--- src/rtl/sdram_pkg.sv ---
// sdram_pkg: SDRAM command codes and scheduler state encoding
package sdram_pkg;
  localparam logic [3:0] CMD_PRE = 4'd2;
  localparam logic [3:0] CMD_ACT = 4'd5;
  localparam logic [3:0] CMD_RD = 4'd6;
  localparam logic [3:0] CMD_WR = 4'd7;
  typedef enum logic [1:0] {S_IDLE, S_PRE, S_ACT, S_RW} state_t;
endpackage

--- src/rtl/sdram_cmd_sched_rr_arb2.sv ---
// rr_arb2: two-way round-robin arbiter, pointer advances only on accept
module rr_arb2 (
  input  logic       clk,
  input  logic       rst_n,
  input  logic [1:0] req,
  input  logic       accept,
  output logic [1:0] gnt
);
  logic last;
  assign gnt = (&req) ? (last ? 2'b01 : 2'b10) : req;
  // remember who was served last so a tie goes to the other requester
  always_ff @(posedge clk or negedge rst_n)
    if (!rst_n) last <= 1'b1;
    else if (accept && |gnt) last <= gnt[1];
endmodule

--- src/rtl/sdram_cmd_sched.sv ---
// sdram_cmd_sched: arbitrates two requesters into PRE/ACT/RD/WR commands with open-row tracking
module sdram_cmd_sched
  import sdram_pkg::*;
#(
  parameter int ROW_WD = 13,
  parameter int COL_WD = 10,
  parameter int LEN_WD = 12,
  parameter int IDLE_CLOSE = 64
) (
  input  logic                clk,
  input  logic                rst_n,
  input  logic [1:0]          req_valid,
  output logic [1:0]          req_ready,
  input  logic [1:0]          req_wr,
  input  logic [2*ROW_WD-1:0] req_row,
  input  logic [2*COL_WD-1:0] req_col,
  input  logic [3:0]          req_ba,
  input  logic [2*LEN_WD-1:0] req_len,
  output logic [1:0]          done,
  output logic                cmd_valid,
  input  logic                cmd_ready,
  output logic [3:0]          cmd,
  output logic [ROW_WD-1:0]   row_addr,
  output logic [COL_WD-1:0]   col_addr,
  output logic [1:0]          cmd_ba,
  output logic [LEN_WD-1:0]   r_cmd_len,
  output logic [LEN_WD-1:0]   w_cmd_len
);
  localparam int CNT_WD = $clog2(IDLE_CLOSE);
  state_t st, nxt;
  logic [1:0] gnt;
  logic gsel, grant, fire, hit, g_q, wr_q, pend, open_q;
  logic [ROW_WD-1:0] g_row, row_q, open_row;
  logic [COL_WD-1:0] col_q;
  logic [LEN_WD-1:0] len_q;
  logic [1:0] g_ba, ba_q, open_ba;
  logic [CNT_WD-1:0] idle_cnt;
  rr_arb2 u_arb (.clk(clk), .rst_n(rst_n), .req(req_valid), .accept(grant), .gnt(gnt));
  assign gsel = gnt[1];
  assign grant = (st == S_IDLE) && |req_valid;
  assign fire = cmd_valid && cmd_ready;
  assign g_row = req_row[gsel*ROW_WD +: ROW_WD];
  assign g_ba = req_ba[gsel*2 +: 2];
  assign hit = open_q && open_ba == g_ba && open_row == g_row;
  assign req_ready = (rst_n && st == S_IDLE) ? gnt : 2'b00;
  // state register
  always_ff @(posedge clk or negedge rst_n)
    if (!rst_n) st <= S_IDLE;
    else st <= nxt;
  // next state and command outputs; outputs are held by the latched request until fire
  always_comb begin
    nxt = st;
    cmd_valid = 1'b0;
    cmd = '0;
    row_addr = '0;
    col_addr = '0;
    cmd_ba = '0;
    r_cmd_len = '0;
    w_cmd_len = '0;
    case (st)
      S_IDLE: begin
        if (|req_valid) nxt = !open_q ? S_ACT : (hit ? S_RW : S_PRE);
        else if (open_q && idle_cnt == CNT_WD'(IDLE_CLOSE - 1)) nxt = S_PRE;
      end
      S_PRE: begin
        cmd_valid = 1'b1;
        cmd = CMD_PRE;
        cmd_ba = open_ba;
        if (fire) nxt = pend ? S_ACT : S_IDLE;
      end
      S_ACT: begin
        cmd_valid = 1'b1;
        cmd = CMD_ACT;
        row_addr = row_q;
        cmd_ba = ba_q;
        if (fire) nxt = S_RW;
      end
      default: begin
        cmd_valid = 1'b1;
        cmd = wr_q ? CMD_WR : CMD_RD;
        col_addr = col_q;
        cmd_ba = ba_q;
        r_cmd_len = wr_q ? '0 : len_q;
        w_cmd_len = wr_q ? len_q : '0;
        if (fire) nxt = S_IDLE;
      end
    endcase
  end
  // request latch, open-row bookkeeping, idle timer and completion pulse
  always_ff @(posedge clk or negedge rst_n)
    if (!rst_n) begin
      g_q <= 1'b0;
      wr_q <= 1'b0;
      row_q <= '0;
      col_q <= '0;
      ba_q <= '0;
      len_q <= '0;
      pend <= 1'b0;
      open_q <= 1'b0;
      open_ba <= '0;
      open_row <= '0;
      idle_cnt <= '0;
      done <= '0;
    end else begin
      if (grant) begin
        g_q <= gsel;
        wr_q <= req_wr[gsel];
        row_q <= g_row;
        col_q <= req_col[gsel*COL_WD +: COL_WD];
        ba_q <= g_ba;
        len_q <= req_len[gsel*LEN_WD +: LEN_WD];
        pend <= 1'b1;
      end
      if (st == S_ACT && fire) begin
        open_q <= 1'b1;
        open_ba <= ba_q;
        open_row <= row_q;
      end
      if (st == S_PRE && fire) open_q <= 1'b0;
      if (st == S_RW && fire) pend <= 1'b0;
      idle_cnt <= (st == S_IDLE && nxt == S_IDLE && open_q) ? idle_cnt + 1'b1 : '0;
      done <= (st == S_RW && fire) ? (g_q ? 2'b10 : 2'b01) : 2'b00;
    end
endmodule
--- config.mk ---
export PLATFORM = sky130hd
export DESIGN_NAME = sdram_cmd_sched
export DESIGN_NICKNAME = d
export VERILOG_FILES = /design/src/rtl/sdram_pkg.sv /design/src/rtl/sdram_cmd_sched_rr_arb2.sv /design/src/rtl/sdram_cmd_sched.sv
export SDC_FILE = /design/constraint.sdc
export NUM_CORES = 1
export LEC_CHECK = 0
export BUFFER_PORTS_ARGS = -buffer_cell sky130_fd_sc_hd__buf_2
export CAP_MARGIN = 10
export CORE_ASPECT_RATIO = 0.6
export CORE_MARGIN = 4
export CORE_UTILIZATION = 30
export DETAILED_ROUTE_END_ITERATION = 10
export PLACE_DENSITY = 0.61
export SYNTH_ARGS = -nofsm -noshare
export SYNTH_HDL_FRONTEND = slang
export SYNTH_SLANG_ARGS = --single-unit
export TNS_END_PERCENT = 30
--- constraint.sdc ---
create_clock -name clk -period 4.7 [get_ports clk]
set_clock_uncertainty 0.15 [all_clocks]
set_input_delay 0.47 -clock clk [delete_from_list [all_inputs] [get_ports clk]]
set_output_delay 0.47 -clock clk [all_outputs]
set_load 0.01 [all_outputs]
==> results of run 1 <==
==> placed cells by master, fill, tap and decap left out, types with 2 or more instances in the layout <==
cell	instances
buf_2	137
dfrtp_1	66
nand2_1	43
o21ai_0	43
and3_1	36
mux2i_1	34
nor2_1	22
inv_1	17
mux2_2	16
and2_1	14
xnor2_1	11
xor2_1	9
clkbuf_16	9
a21oi_1	7
clkinvlp_4	4
buf_4	4
o221ai_1	3
a222oi_1	3
a22o_1	2
a221oi_1	2
nor4_1	2
o22ai_1	2
nand4_1	2
nor3_1	2
nand4b_1	2
nand3_1	2
==> sequential cells by signal, summed over array words and instances (netlist names) <==
register	flops
open_row	13
col_q	10
ba_q	2
row_q	13
st	2
u_arb.last	1
open_q	1
idle_cnt	6
wr_q	1
done	2
open_ba	2
g_q	1
pend	1
len_q	12
==> layer usage <==
layer | GRT usage | routed length [um] | vias to the layer above
met5 | 0 | 0 | -
met4 | 0.0302 | 78 | 0
met3 | 0.0603 | 941 | 9
met2 | 0.224 | 4360 | 98
met1 | 0.215 | 5040 | 1493
li1 | - | - | 1591
==> layout make-up <==
cell class / instances / area (um^2) / area share
Multi-Input combinational cell: 275 / 1830 / 0.382
Sequential cell: 67 / 1680 / 0.349
Timing Repair Buffer: 141 / 716 / 0.149
Clock buffer: 10 / 239 / 0.0498
Tap cell: 165 / 206 / 0.0430
Clock inverter: 6 / 65.1 / 0.0136
Inverter: 17 / 63.8 / 0.0133
==> path summary, 6_finish.rpt <==
kind,start,endpoint,cells after the start
worst max-delay path,st[1]$_DFF_PN0_,w_cmd_len[1],3
worst max register to register,st[1]$_DFF_PN0_,open_row[11]$_DFFE_PN0P_,5
max in group asynchronous,rst_n,col_q[8]$_DFFE_PN0P_,2
worst min register to register,g_q$_DFFE_PN0P_,done[0]$_DFF_PN0_,1
min in group clk,req_len[23],len_q[11]$_DFFE_PN0P_,3
worst min-delay path,rst_n,len_q[4]$_DFFE_PN0P_,2
==> power by group through the flow <==
stage / clock network, mW / logic [mW] / registers, mW
6_report: 0.673 / 1.02 / 1.06
5_1_grt: 0.723 / 1.16 / 1.11
4_1_cts: 0.697 / 1.04 / 1.06
3_5_place_dp: 0 / 1.04 / 1.07
3_3_place_gp: 0 / 1.01 / 1.06
2_1_floorplan: 0 / 0.751 / 0.966
==> critical path: stages (launching register included) <==
cell	delay, ps
dfrtp_1	780
and2_1	670
and3_1	250
buf_2	130
==> cell families after synthesis <==
family / share of synthesized area
AOI/OAI and AO/OA: 0.123
xor gates and xnor gates: 0.0475
adders and majority gates: 0.00339
buffers and inverters: 0.0515
DFF: 0.455
muxes: 0.145
other: 0.00102
and+or+nand+nor: 0.174
==> cells in the mapped netlist (2+ instances only) <==
cell type  number
mux2i_1        34
buf_2           5
and3_1         36
o21ai_0        43
xnor2_1        11
inv_1          17
nand3_1         2
clkbuf_1       22
xor2_1          9
nand4b_1        2
a222oi_1        3
nor3_1          2
and2_1         14
a22o_1          2
nand4_1         2
mux2_2         16
dfrtp_1        66
a221oi_1        2
nand2_1        43
nor4_1          2
a21oi_1         7
o22ai_1         2
nor2_1         22
o221ai_1        3
==> impl_metrics.yaml, run 1 <==
logic_synthesis:
  synth.cell_area_um2: 3690
  seq_area_frac_synth: 0.455
  yosys_register_bits: 67
  syn_avg_cell_area_um2: 9.51
  yosysWarnings: 0
  synth_area_leaders: "dfrtp_1 (45%), mux2i_1 (9.2%), and3_1 (6.1%)"
  yosysTopAreaCell: "dfrtp_1"
  synth_top_area_frac: 0.448
  async_reset_ff_frac: 1.00
  synthFlopType: "dfrtp_1"
  synth_edf_count: 0
  synth.distinct_cells: 45
  syn_nets: 470
  syn_inst: 388
sta:
  timing.slew.headroom: 0.355
  fin_hold_ws_ps: 267
  fin_ws_ps: 1910
  worstMarginPinSlew_ps: 967
  tns_ps: 0
  hold_viol: 0
  rsz0062_at_grt: "no"
  fmax_ghz: 0.358
  finalCritPeriodShare: 0.594
  maxSlewViolCount: 0
  layout_min_cycle_time_ps: 2790
  setup_viol: 0
place:
  placed_area_um2: 4500
  place_congestion: 0.833
  hpwl_mm: 7.90
  dp_slack_ps: 2110
  io_buffers: 137
  placedCellCount: 665
layout:
  antenna_cells: 0
  fin_cells: 681
  nFillCells: 1221
  drive_above_1_share: 0.347
  final_util: 0.399
  nets: 593
  fin_area_um2: 4800
  area_growth_pct: 30.1
clock_tree:
  clock_sinks: 67
  postCtsSetupBuffers: 0
  clk_path_buf_depth: 2
  clkLatencyLatePin_ps: 330
  cts_tree: "yes"
  cts_max_level: 3
  postCtsHoldBufs: 0
  numCtsBuffers: 9
  path_clk_slew_ps: 50
  cts_root_buf: "clkbuf_16"
  ctsResizeCount: 0
global_routing:
  grt_use_total: 0.153
  grt_pass1_vias: 3288
  grt_pass1_wl_mm: 16.9
  grt_max_degree: 68
  overflow: 0
  antenna_found_initial: 0
floorplanning:
  die_area_um2: 14200
  num_rows: 31
  die_height_um: 93.9
  io_pins: 139
  chipWidth_um: 151
  core_area_um2: 12000
  start_util: 0.307
power_and_ir_drop:
  power_mw: 2.75
  switchingPower_mw: 1.05
  p_int_mw: 1.71
  power_density_nw_per_um2: 573
  p_sw_frac: 0.380
  power_frac_seq: 0.386
  cellLeakagePower_nw: 2.57
  power_frac_comb: 0.369
  p_clk_frac: 0.245
  ir_worst_vdd_v: 0.000184
setup_path:
  r2r_slack_ps: 2160
  crit_type: "reg2out"
  start_kind: "register"
  cp.required_ps: 4080
  cp_max_fo: 26
  crit_path_end_kind: "output pin"
  cp.arrival_ps: 2170
run:
  maxCapViolations: 0
hold_path:
  min_path_type: "in2async"
detailed_routing:
  viasPerCell: 4.69
  drc_errors: 0
  drt_iter0_drc: 137
  drt-total-wl_mm: 10.4
  first_pass_iters: 4
  ant_nets: 0
  vias: 3191
  routedWlPerCell_um: 15.3
status:
  status: "completed"
No activity file was read; power rests on OpenSTA's default activity.
==> run 2, diff against run 1 <==
- clock period: 4.7 -> 2.7 ns (I/O delays scaled with it)
==> run 2 against run 1 <==
Compared with the run above: sequential cell count did not move; non-clock buffer count increased by 3; first-iteration DRC count increased by 43%; sequential power rose by 72%; via count rose by 2.3%; register-to-register slack got worse by 1800 ps; hold slack worse by 200 ps; power increased by 72%; combinational power grew 80%; critical path depth is the same; count of clock-buffer cells in the layout grew 4; design area about the same; critical path type unchanged; largest cell class unchanged; largest power group is now combinational logic.
==> impl_metrics.yaml, run 2 (same netlist as run 1, synthesis figures left out) <==
setup_path:
  path_cells: "and2_1, and3_1, buf_2"
  cp.arrival_ps: 1980
  reg2regPathDepth: 4
  r2r-end: "open_row[2]$_DFFE_PN0P_"
  cp_max_fo: 26
  slowest_stage: "dfrtp_1"
  r2r_slack_ps: 410
  crit_start: "st[1]$_DFF_PN0_"
  timing.rr.start: "st[1]$_DFF_PN0_"
  start_kind: "register"
  cp.required_ps: 2280
  crit_path_end_kind: "output pin"
  crit_type: "reg2out"
  critPathMaxStageDelay_ps: 630
  crit_path_end: "r_cmd_len[0]"
power_and_ir_drop:
  power_density_nw_per_um2: 987
  power_mw: 4.74
  ir_worst_vdd_v: 0.000346
  cellLeakagePower_nw: 2.59
layout:
  area_growth_pct: 30.0
  drive_above_1_share: 0.345
  nets: 596
  final_cell_mix: "buf_2 (137), dfrtp_1 (66), nand2_1 (43), o21ai_0 (43), and3_1 (36)"
  largestRegisters: "open_row: 13 flops, row_q: 13 flops, len_q: 12 flops"
  layout_commonest_cell: "buf_2"
clock_tree:
  path_clk_slew_ps: 50
  clkLatencyLatePin_ps: 330
  cts_root_buf: "clkbuf_16"
  postCtsSetupBuffers: 0
  cts_max_level: 3
  numCtsBuffers: 9
  postCtsHoldBufs: 0
  clock_sinks: 67
  ctsResizeCount: 0
  cts_tree: "yes"
  clk_path_buf_depth: 2
global_routing:
  grt_use_total: 0.152
  antenna_found_initial: 3
  grt_pass1_wl_mm: 16.8
  overflow: 0
  grt_pass1_vias: 3240
  grt_max_degree: 68
sta:
  maxSlewViolCount: 0
  setup_viol: 0
  layout_min_cycle_time_ps: 2400
  worstMarginPinSlew_ps: 968
  rsz0062_at_grt: "no"
  timing.slew.headroom: 0.352
  fin_ws_ps: 302
  hold_viol: 0
  fin_hold_ws_ps: 68.8
  fmax_ghz: 0.417
  tns_ps: 0
  finalCritPeriodShare: 0.888
hold_path:
  min_path_type: "in2async"
floorplanning:
  core_area_um2: 12000
  chipWidth_um: 151
  start_util: 0.307
  die_height_um: 93.9
  num_rows: 31
  io_pins: 139
  die_area_um2: 14200
place:
  hpwl_mm: 8.09
  place_congestion: 0.849
  dp_slack_ps: 526
  io_buffers: 137
run:
  maxCapViolations: 0
detailed_routing:
  drt-total-wl_mm: 10.8
  routedWlPerCell_um: 15.7
  vias: 3263
  first_pass_iters: 4
  drt_iter0_drc: 196
  viasPerCell: 4.76
  ant_nets: 0
  drc_errors: 0
status:
  status: "completed"
## run 2: cell types whose count changed in the layout (fill, tap and decap cells not counted)
cell,change
buf_4,+3
clkinvlp_4,-4
bufinv_16,-1
clkbuf_1,+3
diode_2,+2
clkbuf_8,+1
clkinv_2,+1
## run 2: layout make-up
class / count / area (um^2)
timing repair buffer: 144 / 738
multi-input combinational: 275 / 1830
antenna: 2 / 5.00
inverter: 17 / 63.8
sequential: 67 / 1680
fill: 1234 / 7230
clock buffer: 14 / 264
tap: 165 / 206
clock inverter: 2 / 10.0
## run 2: how the worst min path moves through the flow
stage / start / to / cells after the start
floorplan: rst_n / ba_q[0]$_DFFE_PN0P_ / 0
CTS: req_len[23] / len_q[11]$_DFFE_PN0P_ / 3
detailed placement: g_q$_DFFE_PN0P_ / done[0]$_DFF_PN0_ / 1
global placement: g_q$_DFFE_PN0P_ / done[0]$_DFF_PN0_ / 1
global route: req_len[23] / len_q[11]$_DFFE_PN0P_ / 3
finish: rst_n / row_q[12]$_DFFE_PN0P_ / 2
## run 2: critical path: cells and delay by family (launching register included)
kind                   cells  cell delay [ps]
buffers and inverters      1              130
DFF                        1              630
and+or+nand+nor            2              890
## run 2: through the flow
| stage | cells | util | cell area, um^2 |
|---|---|---|---|
| CTS | 684 | 0.399 | 4790 |
| finish | 686 | 0.399 | 4800 |
| floorplan | 388 | - | 3690 |
| global route | 686 | 0.399 | 4800 |
| global placement | 668 | 0.376 | 4520 |
| detailed placement | 668 | 0.376 | 4520 |
## run 2: report_power, final
group / internal [mW] / total, mW / switching (mW)
combinational: 0.817 / 1.84 / 1.02
sequential: 1.44 / 1.82 / 0.386
clock: 0.669 / 1.07 / 0.402
## run 2: layer usage
metal  vias up  routed length (um)  GRT usage
met2        97                4610      0.217
li1       1602                   -          -
met4         2                  65     0.0362
met1      1552                5230      0.215
met5         -                  13          0
met3        10                 840     0.0612
==> run 3, diff against run 2 <==
- ABC_AREA: unset -> 1
- REMOVE_ABC_BUFFERS: unset -> 1
==> run 3 against run 2 <==
Compared with the run above: routed wire length is 0.52% higher; sequential power is 8% lower; register-to-register slack better by 110 ps; design area is 0.37% higher; worst setup slack better by 35 ps; count of clock-buffer cells in the layout is 2 lower; synthesized cell count is 37% higher; non-clock buffer count stayed put; hold slack worse by 12 ps; sequential cell count stayed put; largest cell class is now flip-flops and latches; largest power group unchanged.
==> impl_metrics.yaml, run 3 <==
logic_synthesis:
  synthTopCellsByCount: "nand2_1 (95), nor2_1 (95), inv_1 (86)"
  synth_edf_count: 0
  yosys_register_bits: 67
  async_reset_ff_frac: 1.00
  synth_top_area_frac: 0.439
  synth.distinct_cells: 21
  syn_avg_cell_area_um2: 7.09
  syn_inst: 530
  synth.cell_area_um2: 3760
  seq_area_frac_synth: 0.446
  yosysWarnings: 0
  synthFlopType: "dfrtp_1"
  yosysTopAreaCell: "dfrtp_1"
  synth_area_leaders: "dfrtp_1 (44%), nand2_1 (9.5%), nor2_1 (9.5%)"
power_and_ir_drop:
  power_density_nw_per_um2: 981
  p_sw_frac: 0.406
  p_int_mw: 2.81
  cellLeakagePower_nw: 2.67
  power_mw: 4.72
  power_frac_comb: 0.427
  p_clk_frac: 0.218
  power_frac_seq: 0.354
  ir_worst_vdd_v: 0.000273
  switchingPower_mw: 1.92
detailed_routing:
  ant_nets: 0
  first_pass_iters: 4
  drc_errors: 0
  vias: 3707
  drt-total-wl_mm: 10.8
  routedWlPerCell_um: 13.1
  viasPerCell: 4.50
  drt_iter0_drc: 251
layout:
  layout_commonest_cell: "buf_2"
  drive_above_1_share: 0.243
  final_cell_mix: "buf_2 (136), nor2_1 (95), nand2_1 (95)"
  largestRegisters: "open_row: 13 flops, row_q: 13 flops, len_q: 12 flops"
  antenna_cells: 0
  area_growth_pct: 28.1
  nets: 737
clock_tree:
  clock_sinks: 67
  path_clk_slew_ps: 50
  cts_tree: "yes"
  postCtsSetupBuffers: 0
  postCtsHoldBufs: 1
  ctsResizeCount: 0
  numCtsBuffers: 9
  clkLatencyLatePin_ps: 330
  cts_root_buf: "clkbuf_16"
  cts_max_level: 3
  clk_path_buf_depth: 2
setup_path:
  path_cells: "nand2_1, inv_1, nand2_1, nor2_1, buf_2"
  crit_path_end_kind: "output pin"
  cp_max_fo: 13
  start_kind: "register"
  timing.rr.start: "u_arb.last$_DFFE_PN1P_"
  r2r_slack_ps: 520
  cp.required_ps: 2280
  crit_type: "reg2out"
  r2r-end: "len_q[0]$_DFFE_PN0P_"
  critPathMaxStageDelay_ps: 460
  reg2regPathDepth: 5
  slowest_stage: "dfrtp_1"
  cp.arrival_ps: 1940
  cpMostUsedCell: "nand2_1"
place:
  hpwl_mm: 8.12
  place_congestion: 0.766
  io_buffers: 137
global_routing:
  grt_pass1_vias: 3554
  grt_pass1_wl_mm: 17.6
  grt_max_degree: 50
  overflow: 0
  grt_use_total: 0.152
  antenna_found_initial: 0
sta:
  fin_hold_ws_ps: 56.6
  timing.slew.headroom: 0.566
  setup_viol: 0
  maxSlewViolCount: 0
  worstMarginPinSlew_ps: 650
  hold_viol: 0
  rsz0062_at_grt: "no"
  fmax_ghz: 0.423
  finalCritPeriodShare: 0.875
  layout_min_cycle_time_ps: 2360
hold_path:
  min_path_cells: 3
  hold_path_end: "len_q[3]$_DFFE_PN0P_"
  worstHoldStart: "req_len[15]"
  min_path_type: "in2reg"
status:
  status: "completed"
floorplanning:
  num_rows: 31
  core_area_um2: 12100
  chipWidth_um: 153
  die_height_um: 94.7
  io_pins: 139
  start_util: 0.310
  die_area_um2: 14400
run:
  maxCapViolations: 0
[run 3: changes by cell type in the layout (fill, tap and decap cells not counted), sizes merged, moves of 15 or more]
cell,before,now
inv,17,86
nor2,22,96
nand3,2,48
mux2i,34,0
nand2,43,97
and3,36,0
o22ai,2,25
mux2,17,0
nand3b,0,15
[run 3: cells by family after synthesis]
group	after synthesis	synth area share
buffers and inverters	116	0.128
other	1	0.000997
DFF	67	0.446
AOI/OAI and AO/OA	85	0.121
xor gates and xnor gates	1	0.00233
and+or+nand+nor	259	0.297
adders and majority gates	1	0.00333
[run 3: routing by layer]
| layer | GRT usage | share of wire |
|---|---|---|
| met3 | 0.0513 | 0.051 |
| met4 | 0.0215 | 0.0041 |
| met1 | 0.221 | 0.53 |
| met5 | 0 | 0 |
| met2 | 0.226 | 0.41 |
[run 3: area by class of cell]
type,instances,area (um^2)
fill,1281,7320
timing repair buffer,144,743
sequential,67,1680
clock buffer,12,246
multi-input combinational,347,1600
inverter,86,323
clock inverter,3,15.0
tap,165,206
[run 3: worst max-delay path: cells and delay by family, from the launching register on]
kind	cells	cell delay, ps
AND/OR/NAND/NOR	3	820
flip-flops	1	460
buffers and inverters	2	320
[run 3: worst max path at each step]
stage	to	from	slack (ps)	cells past startpoint
floorplan	ba_q[0]$_DFFE_PN0P_	st[0]$_DFF_PN0_	-70	6
global placement	col_q[5]$_DFFE_PN0P_	u_arb.last$_DFFE_PN1P_	560	5
detailed placement	len_q[0]$_DFFE_PN0P_	u_arb.last$_DFFE_PN1P_	510	5
CTS	w_cmd_len[3]	st[0]$_DFF_PN0_	310	5
global route	w_cmd_len[11]	st[0]$_DFF_PN0_	150	5
finish	w_cmd_len[3]	st[0]$_DFF_PN0_	340	5
[run 3: power groups by stage]
stage	Sequential, mW	Combinational (mW)	Clock (mW)
floorplan	1.64	1.32	0
global placement	1.67	1.98	0
detailed placement	1.69	2.04	0
CTS	1.67	2.05	1.07
global route	1.72	2.34	1.11
finish	1.67	2.02	1.03
[run 3: stage by stage]
stage	TNS (ps)	utilization	cells	setup WS (ps)	instance area, um^2
after floorplan	-412	-	500	-68.7	3600
after global placement	0	0.374	808	563	4540
after detailed placement	0	0.374	808	512	4540
after CTS	0	0.397	824	306	4820
after global routing	0	0.397	824	146	4820
final	0	0.397	824	337	4820
